===== config.mk =====
export PLATFORM = sky130hd
export DESIGN_NAME = addsub_arbiter_flat
export DESIGN_NICKNAME = d
export VERILOG_FILES = /design/src/rtl/addsub_arbiter_pkg.sv /design/src/rtl/addsub_arbiter_if.sv /design/src/rtl/addsub_arbiter_addsub_unit.sv /design/src/rtl/addsub_arbiter.sv /design/src/flat_wrapper.sv
export SDC_FILE = /design/constraint.sdc
export NUM_CORES = 1
export LEC_CHECK = 0
export ABC_AREA = 1
export CAP_MARGIN = 5
export CORE_MARGIN = 4
export CORE_UTILIZATION = 40
export CTS_CLUSTER_SIZE = 20
export DETAILED_ROUTE_END_ITERATION = 10
export GPL_ROUTABILITY_DRIVEN = 0
export PLACE_DENSITY = 0.76
export SLEW_MARGIN = 20
export SYNTH_ARGS = -nofsm -noshare
export SYNTH_HDL_FRONTEND = slang
export SYNTH_SLANG_ARGS = --single-unit
export TNS_END_PERCENT = 30

===== constraint.sdc =====
create_clock -name Clock -period 6.8 [get_ports Clock]
set_input_delay 1.02 -clock Clock [delete_from_list [all_inputs] [get_ports Clock]]
set_output_delay 1.02 -clock Clock [all_outputs]
set_load 0.02 [all_outputs]

===== src/rtl/addsub_arbiter_pkg.sv =====
// Shared types and constants for the two-requester add/sub arbiter.
// Holds the FSM encoding, requester ids and the round-robin pick helper.
package addsub_arbiter_pkg;

   localparam int DEFAULT_WIDTH = 8;

   typedef enum logic {
      ST_IDLE = 1'b0,
      ST_EXEC = 1'b1
   } state_t;

   localparam logic REQ_ID0 = 1'b0;
   localparam logic REQ_ID1 = 1'b1;

   // Under contention the requester that did not win last time goes next.
   function automatic logic pick_requester(input logic req0, input logic req1,
                                           input logic last);
      logic id;
      if (req0 && req1) begin
         id = ~last;
      end else if (req1) begin
         id = REQ_ID1;
      end else begin
         id = REQ_ID0;
      end
      return id;
   endfunction

endpackage


===== src/rtl/addsub_arbiter_if.sv =====
// Request/grant/result bundle between the two requesters and the arbiter.
// reqN is a level "valid" held until gntN; gntN is a one-cycle accept pulse.
// doneN is a one-cycle result-valid pulse with no back-pressure.
interface addsub_arbiter_if #(
   parameter int WIDTH = 8
);
   logic             req0;
   logic [WIDTH-1:0] a0;
   logic [WIDTH-1:0] b0;
   logic             sub0;
   logic             req1;
   logic [WIDTH-1:0] a1;
   logic [WIDTH-1:0] b1;
   logic             sub1;
   logic             gnt0;
   logic             gnt1;
   logic             done0;
   logic             done1;
   logic [WIDTH-1:0] A;
   logic [WIDTH-1:0] B;
   logic [WIDTH-1:0] S;
   logic             overflow;
   logic             carry;
   logic             busy;

   modport master (
      output req0, a0, b0, sub0, req1, a1, b1, sub1,
      input  gnt0, gnt1, done0, done1, A, B, S, overflow, carry, busy
   );

   modport slave (
      input  req0, a0, b0, sub0, req1, a1, b1, sub1,
      output gnt0, gnt1, done0, done1, A, B, S, overflow, carry, busy
   );
endinterface


===== src/rtl/addsub_arbiter_addsub_unit.sv =====
// Combinational ripple-carry adder/subtractor built from single-bit full adders.
// Subtraction is A + ~B + 1, so carry = 1 means no borrow.
module fulladder (
   input  logic a,
   input  logic b,
   input  logic cin,
   output logic s,
   output logic cout
);
   assign s    = a ^ b ^ cin;
   assign cout = (a & b) | (a & cin) | (b & cin);
endmodule

module addsub_unit #(
   parameter int WIDTH = 8
) (
   input  logic [WIDTH-1:0] a,
   input  logic [WIDTH-1:0] b,
   input  logic             op,
   output logic [WIDTH-1:0] s,
   output logic             carry,
   output logic             overflow
);
   logic [WIDTH-1:0] bx;
   logic [WIDTH:0]   c;

   assign bx   = b ^ {WIDTH{op}};
   assign c[0] = op;

   for (genvar i = 0; i < WIDTH; i++) begin : g_bit
      fulladder u_fa (
         .a    (a[i]),
         .b    (bx[i]),
         .cin  (c[i]),
         .s    (s[i]),
         .cout (c[i+1])
      );
   end

   assign carry    = c[WIDTH];
   assign overflow = (a[WIDTH-1] == bx[WIDTH-1]) && (s[WIDTH-1] != a[WIDTH-1]);
endmodule


===== src/rtl/addsub_arbiter.sv =====
// Round-robin arbiter sharing one add/sub datapath between two requesters.
// IDLE captures the winner's operands and pulses gnt; EXEC registers the result and pulses done.
module addsub_arbiter
   import addsub_arbiter_pkg::*;
#(
   parameter int WIDTH = DEFAULT_WIDTH
) (
   input  logic                    Clock,
   input  logic                    Reset,
   addsub_arbiter_if.slave         bus,
   output state_t                  dbg_state
);

   state_t           state_q, state_d;
   logic             last_q, last_d;
   logic [WIDTH-1:0] a_q, a_d;
   logic [WIDTH-1:0] b_q, b_d;
   logic             op_q, op_d;
   logic [WIDTH-1:0] s_q, s_d;
   logic             ovf_q, ovf_d;
   logic             carry_q, carry_d;
   logic             gnt0_q, gnt0_d;
   logic             gnt1_q, gnt1_d;
   logic             done0_q, done0_d;
   logic             done1_q, done1_d;

   logic             sel_id;
   logic [WIDTH-1:0] unit_s;
   logic             unit_carry;
   logic             unit_ovf;

   addsub_unit #(.WIDTH(WIDTH)) u_addsub (
      .a        (a_q),
      .b        (b_q),
      .op       (op_q),
      .s        (unit_s),
      .carry    (unit_carry),
      .overflow (unit_ovf)
   );

   always_comb begin
      state_d = state_q;
      last_d  = last_q;
      a_d     = a_q;
      b_d     = b_q;
      op_d    = op_q;
      s_d     = s_q;
      ovf_d   = ovf_q;
      carry_d = carry_q;
      gnt0_d  = 1'b0;
      gnt1_d  = 1'b0;
      done0_d = 1'b0;
      done1_d = 1'b0;
      sel_id  = pick_requester(bus.req0, bus.req1, last_q);

      case (state_q)
         ST_IDLE: begin
            if (bus.req0 || bus.req1) begin
               last_d  = sel_id;
               a_d     = (sel_id == REQ_ID1) ? bus.a1   : bus.a0;
               b_d     = (sel_id == REQ_ID1) ? bus.b1   : bus.b0;
               op_d    = (sel_id == REQ_ID1) ? bus.sub1 : bus.sub0;
               gnt0_d  = (sel_id == REQ_ID0);
               gnt1_d  = (sel_id == REQ_ID1);
               state_d = ST_EXEC;
            end
         end
         ST_EXEC: begin
            // Requests are not sampled here; a held req is picked up back in IDLE.
            s_d     = unit_s;
            ovf_d   = unit_ovf;
            carry_d = unit_carry;
            done0_d = (last_q == REQ_ID0);
            done1_d = (last_q == REQ_ID1);
            state_d = ST_IDLE;
         end
      endcase
   end

   always_ff @(posedge Clock) begin
      if (Reset) begin
         state_q <= ST_IDLE;
         last_q  <= REQ_ID1;
         a_q     <= '0;
         b_q     <= '0;
         op_q    <= 1'b0;
         s_q     <= '0;
         ovf_q   <= 1'b0;
         carry_q <= 1'b0;
         gnt0_q  <= 1'b0;
         gnt1_q  <= 1'b0;
         done0_q <= 1'b0;
         done1_q <= 1'b0;
      end else begin
         state_q <= state_d;
         last_q  <= last_d;
         a_q     <= a_d;
         b_q     <= b_d;
         op_q    <= op_d;
         s_q     <= s_d;
         ovf_q   <= ovf_d;
         carry_q <= carry_d;
         gnt0_q  <= gnt0_d;
         gnt1_q  <= gnt1_d;
         done0_q <= done0_d;
         done1_q <= done1_d;
      end
   end

   assign bus.gnt0     = gnt0_q;
   assign bus.gnt1     = gnt1_q;
   assign bus.done0    = done0_q;
   assign bus.done1    = done1_q;
   assign bus.A        = a_q;
   assign bus.B        = b_q;
   assign bus.S        = s_q;
   assign bus.overflow = ovf_q;
   assign bus.carry    = carry_q;
   assign bus.busy     = (state_q == ST_EXEC);
   assign dbg_state    = state_q;

endmodule

===== src/flat_wrapper.sv =====
// flat-port wrapper written by rule: the top's interface ports become plain ports
module addsub_arbiter_flat import addsub_arbiter_pkg::*;
#(
   parameter int WIDTH = DEFAULT_WIDTH
)
  (Clock, Reset, dbg_state, bus_req0, bus_a0, bus_b0, bus_sub0, bus_req1, bus_a1, bus_b1, bus_sub1, bus_gnt0, bus_gnt1, bus_done0, bus_done1, bus_A, bus_B, bus_S, bus_overflow, bus_carry, bus_busy);
  addsub_arbiter_if #(.WIDTH(WIDTH)) bus_i ();
  input  logic Clock;
  input  logic Reset;
  output state_t dbg_state;
  input wire logic [$bits(bus_i.req0)-1:0] bus_req0;
  input wire logic [$bits(bus_i.a0)-1:0] bus_a0;
  input wire logic [$bits(bus_i.b0)-1:0] bus_b0;
  input wire logic [$bits(bus_i.sub0)-1:0] bus_sub0;
  input wire logic [$bits(bus_i.req1)-1:0] bus_req1;
  input wire logic [$bits(bus_i.a1)-1:0] bus_a1;
  input wire logic [$bits(bus_i.b1)-1:0] bus_b1;
  input wire logic [$bits(bus_i.sub1)-1:0] bus_sub1;
  output wire logic [$bits(bus_i.gnt0)-1:0] bus_gnt0;
  output wire logic [$bits(bus_i.gnt1)-1:0] bus_gnt1;
  output wire logic [$bits(bus_i.done0)-1:0] bus_done0;
  output wire logic [$bits(bus_i.done1)-1:0] bus_done1;
  output wire logic [$bits(bus_i.A)-1:0] bus_A;
  output wire logic [$bits(bus_i.B)-1:0] bus_B;
  output wire logic [$bits(bus_i.S)-1:0] bus_S;
  output wire logic [$bits(bus_i.overflow)-1:0] bus_overflow;
  output wire logic [$bits(bus_i.carry)-1:0] bus_carry;
  output wire logic [$bits(bus_i.busy)-1:0] bus_busy;
  assign bus_i.req0 = bus_req0;
  assign bus_i.a0 = bus_a0;
  assign bus_i.b0 = bus_b0;
  assign bus_i.sub0 = bus_sub0;
  assign bus_i.req1 = bus_req1;
  assign bus_i.a1 = bus_a1;
  assign bus_i.b1 = bus_b1;
  assign bus_i.sub1 = bus_sub1;
  assign bus_gnt0 = bus_i.gnt0;
  assign bus_gnt1 = bus_i.gnt1;
  assign bus_done0 = bus_i.done0;
  assign bus_done1 = bus_i.done1;
  assign bus_A = bus_i.A;
  assign bus_B = bus_i.B;
  assign bus_S = bus_i.S;
  assign bus_overflow = bus_i.overflow;
  assign bus_carry = bus_i.carry;
  assign bus_busy = bus_i.busy;
  addsub_arbiter #(.WIDTH(WIDTH)) u_core (.Clock(Clock), .Reset(Reset), .bus(bus_i), .dbg_state(dbg_state));
endmodule

After elaboration in Yosys (flattened, before gate mapping). Index checks and enable logic that the tools add are counted.

Word-level logic and storage cells: 88. Bits in registers: 33. Input port bits: 38. Output and inout port bits: 32.

Bitwise operators: 61. Equal/unequal tests: 2. Reductions and logical operators: 6. Muxes and demuxes: 7.

Operator list (count): 1-bit bitwise AND (24); 8-bit two-way mux (2); 1-bit bitwise OR (16); 1-bit bitwise XOR (16); 8-bit bitwise XOR (1); 1-bit two-way mux (4); 1-bit inverter (4); 3-bit OR reduction (1); 1-bit logical AND (2); 1-bit case mux with 2 select lines (1); 2-bit AND reduction (1); 2-bit OR reduction (1); 1-bit == test (1); 1-bit logical OR (1); 1-bit != test (1).

Longest topological paths before layout.
Depth after elaboration: 25. Depth in mapped cells: 14. Mapped depth without buffers: 13.

By module. From an unflattened synthesis, not the netlist that was laid out.

Cell total of the unflattened synthesis: 258. Area, all modules: 1814.2 µm².

By module, submodules not included: addsub_arbiter (instances 1, area an instance 1511.4 µm², cells each 228); fulladder (instances 8, area an instance 20.0 µm², cells each 1); addsub_unit (instances 1, area an instance 142.6 µm², cells each 22).

Least setup slack after synthesis. Ideal clock, no wire load.

Kind: reg2reg. Start point: reg u_core.op_q. End point: reg u_core.ovf_q, in the netlist u_core.bus.overflow. Setup slack: 3280 ps. Buffers on the path: 1. Stages on the path, launching flop included: 15. Arrival: 3399 ps. Cell sequence: dfxtp_1 buf_2 inv_1 o21ai_0 fa_1 fa_1 inv_1 fa_1 fa_1 fa_1 fa_1 inv_1 fa_1 xnor2_1 o21ai_0.

Longest elaborated chain between the ends: 25.

Ends and longest elaborated chain: start, declared (line addsub_arbiter.sv:18) `logic op_q, op_d;`; start signal, assigned (line addsub_arbiter.sv:99) `op_q <= op_d;`; 8-bit bitwise XOR (line addsub_arbiter_addsub_unit.sv:27) `assign bx = b ^ {WIDTH{op}};`; 1-bit bitwise AND (line addsub_arbiter_addsub_unit.sv:11) `assign cout = (a & b) | (a & cin) | (b & cin);`; 1-bit bitwise OR (2 in a row) (line addsub_arbiter_addsub_unit.sv:11); 1-bit bitwise AND (line addsub_arbiter_addsub_unit.sv:11); 1-bit bitwise OR (2 in a row) (line addsub_arbiter_addsub_unit.sv:11); 1-bit bitwise AND (line addsub_arbiter_addsub_unit.sv:11); 1-bit bitwise OR (2 in a row) (line addsub_arbiter_addsub_unit.sv:11); 1-bit bitwise AND (line addsub_arbiter_addsub_unit.sv:11); [5 not listed]; 1-bit bitwise AND (line addsub_arbiter_addsub_unit.sv:11); 1-bit bitwise OR (2 in a row) (line addsub_arbiter_addsub_unit.sv:11); 1-bit bitwise AND (line addsub_arbiter_addsub_unit.sv:11); 1-bit bitwise OR (2 in a row) (line addsub_arbiter_addsub_unit.sv:11); 1-bit bitwise XOR * (line addsub_arbiter_addsub_unit.sv:10) `assign s = a ^ b ^ cin;`; via u_core.u_addsub.g_bit[7].u_fa.s (line addsub_arbiter_addsub_unit.sv:7) `output logic s,`; 1-bit != test * (line addsub_arbiter_addsub_unit.sv:41) `assign overflow = (a[WIDTH-1] == bx[WIDTH-1]) && (s[WIDTH-1] != a[WIDTH-1]);`; 1-bit logical AND * (line addsub_arbiter_addsub_unit.sv:41); end signal, assigned (line addsub_arbiter.sv:101) `ovf_q <= ovf_d;`; end, declared (line addsub_arbiter.sv:20) `logic ovf_q, ovf_d;`.

Mark *: on every way through the listed nets, which the timed path passes. The rest lies on a longest branch. A chain may end at the register's enable or synchronous reset.

Worst setup path after layout. Ends and elaborated chain as after synthesis.

==> flow_summary.ini <==
[status]
outcome = finished, final reports clean

[setup_path]
critPathMaxStageDelay_ns = 0.55
crit_end = u_core.bus.overflow
r2r-start = u_core.op_q
r2r_slack_ns = 3.05
crit_chain = inv_1, o21ai_0, fa_1, fa_1, inv_1, fa_1, fa_1, fa_1, fa_1, inv_1, fa_1, xnor2_1, o21ai_0
crit_start = u_core.op_q
cp_max_fo = 8
worstPathRequired_ns = 7.01
r2r_end = u_core.bus.overflow
critPathArrivalTime_ns = 3.97
timing.critical_path.to_type = flip-flop
cpMostUsedCell = fa_1
rr_worst_depth = 13
cpMaxStageDelayCell = dfxtp_1
crit_type = reg -> reg
cp-start-kind = flip-flop

[placement]
place_inst = 341
io_buffers = 69
dpl.hpwl_um = 3290
pre_cts_slack_ns = 3.03
dpl_cell_area_mm2 = 0.00241

[floorplan]
floorplan.initialDensity_pct = 41.4
die_h_um = 75.1
dieArea_mm2 = 0.00564
die_x_um = 75.1
ios = 70
row_count = 24
coreArea_mm2 = 0.00435

[drt]
drtIter0Drc = 123
wl_per_cell_um = 12.2
vias = 1605
routed_wl_um = 4260
antenna_left = 0
routed_via_density = 4.60
drc = 0
drt-pass1-iter-count = 4

[global_route]
grt_max_degree = 28
antenna_found_initial = 0
grt.overflow.total = 0
grt_first_pass_wirelength_um = 6920
grt_pass1_vias = 1469
grt_use_total_pct = 16.4

[hold_path]
hold_class = reg -> reg

[cts]
postCtsSetupBuffers = 0
cts-buffers-inserted = 5
cts_buffer_depth = 2
cts_resized = 0
ctsHoldBuffers = 0
cts_sinks = 33
cts_tree = yes
htreeDepth = 2
cts-root-buf = clkbuf_8
path_clk_slew_ns = 0.07
clock_latency_ns = 0.28

[sta]
hold_violations = 0
setup_ws_ns = 3.05
rsz0062_at_grt = no
min_period_ns = 3.75
drv_slew = 0
fmax_mhz = 266
period_share_pct = 55.2
slew_headroom_pct = 50.8
finalSetupTns_ns = 0
worstMarginPinSlew_ns = 0.735
finalSetupViolCount = 0
timing.hold.ws_ns = 0.469
finalClockSkew_ns = 0.00598

[cells_and_area]
multi_input_area_um2 = 871
utilization_pct = 57.3
fill_cells = 408
stdcell_area_mm2 = 0.00249
syn_to_final_growth_pct = 38.5
seq_area_um2 = 661
instances_no_fill = 349
layout.nets = 342
drive_gt1_share_pct = 5.05
antenna_cells = 0

[yosys]
yosysUniqueCellTypes = 22
netlist_area_mm2 = 0.00180
synth_nets = 285
yosysSeqAreaShare_pct = 36.7
postSynthAreaPerCell_um2 = 7.53
ys_warn_count = 0
syn_inst = 239
yosys_register_bits = 33

[power_and_ir_drop]
peakVddDrop_mv = 0.0956
power.density_mw_per_mm2 = 225
leakagePower_nw = 1.15
power_mw = 0.561

[run]
cap_violations = 0
-- worst min path at each step --
stage                             to  slack, ns        startpoint  depth (start not counted)
floorplan           u_core.bus.done0       0.44     u_core.last_q                          1
global placement     u_core.bus.S[4]       0.44   u_core.bus.S[4]                          2
detailed placement   u_core.bus.S[6]       0.46   u_core.bus.S[6]                          2
CTS                  u_core.bus.S[6]       0.47   u_core.bus.S[6]                          2
global route        u_core.bus.carry       0.50  u_core.bus.carry                          1
finish               u_core.bus.S[3]       0.47   u_core.bus.S[3]                          2
-- placed cells by master (no fill, tap or decap) --
cell type,n
clkbuf_8,5
a21boi_0,4
fa_1,7
inv_2,1
clkinv_2,2
nand2_2,3
nor2_2,1
clkbuf_1,1
inv_1,30
buf_4,1
xnor2_1,6
dfxtp_1,33
a21boi_1,2
nor2_1,16
clkdlybuf4s50_1,69
nor2_4,2
a22o_1,4
ha_1,1
a21oi_1,1
xor2_1,3
o211ai_1,1
o21ai_0,11
nand2_1,65
nand3_1,28
-- synthesized netlist by cell type --
| library cell | count | area [µm²] |
|---|---|---|
| a21boi_1 | 2 | 15.0 |
| nor2_4 | 2 | 22.5 |
| nand3_1 | 28 | 140 |
| o211ai_1 | 1 | 7.51 |
| inv_1 | 30 | 113 |
| a21boi_0 | 4 | 30.0 |
| buf_2 | 5 | 25.0 |
| fa_1 | 7 | 140 |
| a21oi_1 | 1 | 5.00 |
| nand2_2 | 3 | 18.8 |
| nand2_1 | 65 | 244 |
| nor2_1 | 16 | 60.1 |
| o21ai_0 | 11 | 55.1 |
| xor2_1 | 3 | 26.3 |
| ha_1 | 1 | 12.5 |
| buf_4 | 11 | 82.6 |
| buf_6 | 4 | 45.0 |
| dfxtp_1 | 33 | 661 |
| inv_2 | 1 | 3.75 |
| nor2_2 | 1 | 6.26 |
| a22o_1 | 4 | 35.0 |
| xnor2_1 | 6 | 52.6 |
-- routing by layer --
metal,global-route usage [%],wire length (µm),up-vias
li1,-,-,844
met1,20.5,1850,703
met2,26.5,1980,56
met3,5.61,409,2
met4,5.34,21,0
met5,0,0,-
-- worst max-delay path: cells and delay by family (launching register included) --
kind / cells / cell delay [ns]
buf+inv: 3 / 0.22
xor+xnor: 1 / 0.14
flops: 1 / 0.55
fa+ha+maj: 7 / 2.41
compound gates: 2 / 0.37
-- sequential cells by signal, summed over array words and instances, names as in the netlist --
| signal | count |
|---|---|
| u_core.bus.carry | 1 |
| u_core.bus.done1 | 1 |
| u_core.bus.gnt1 | 1 |
| u_core.bus.done0 | 1 |
| u_core.last_q | 1 |
| u_core.bus.gnt0 | 1 |
| u_core.op_q | 1 |
| u_core.bus.overflow | 1 |
| u_core.bus.A | 8 |
| u_core.bus.busy | 1 |
| u_core.bus.B | 8 |
| u_core.bus.S | 8 |
-- cell type report --
class,count,area share [%]
inverter,31,4.67
multi-input combinational,155,34.9
timing repair buffer,70,28.0
tap,52,2.61
clock buffer,6,2.91
sequential,33,26.5
clock inverter,2,0.401
-- cells by family (layout without fill, tap and decap cells) --
family	Yosys count	count (layout)	share of synthesized area, %
AO/OA/AOI/OAI	23	23	8.20
buffers and inverters	51	109	14.9
AND/OR/NAND/NOR	115	115	27.3
XOR/XNOR	9	9	4.38
adder cells (fa/ha/maj)	8	8	8.48
flip-flops	33	33	36.7
-- where the power goes --
part | switching (mW) | internal, mW | total (mW)
clock network | 0.0665 | 0.0707 | 0.137
registers | 0.0189 | 0.216 | 0.235
logic | 0.0968 | 0.0926 | 0.189
Power figures use the tool's default switching activity.
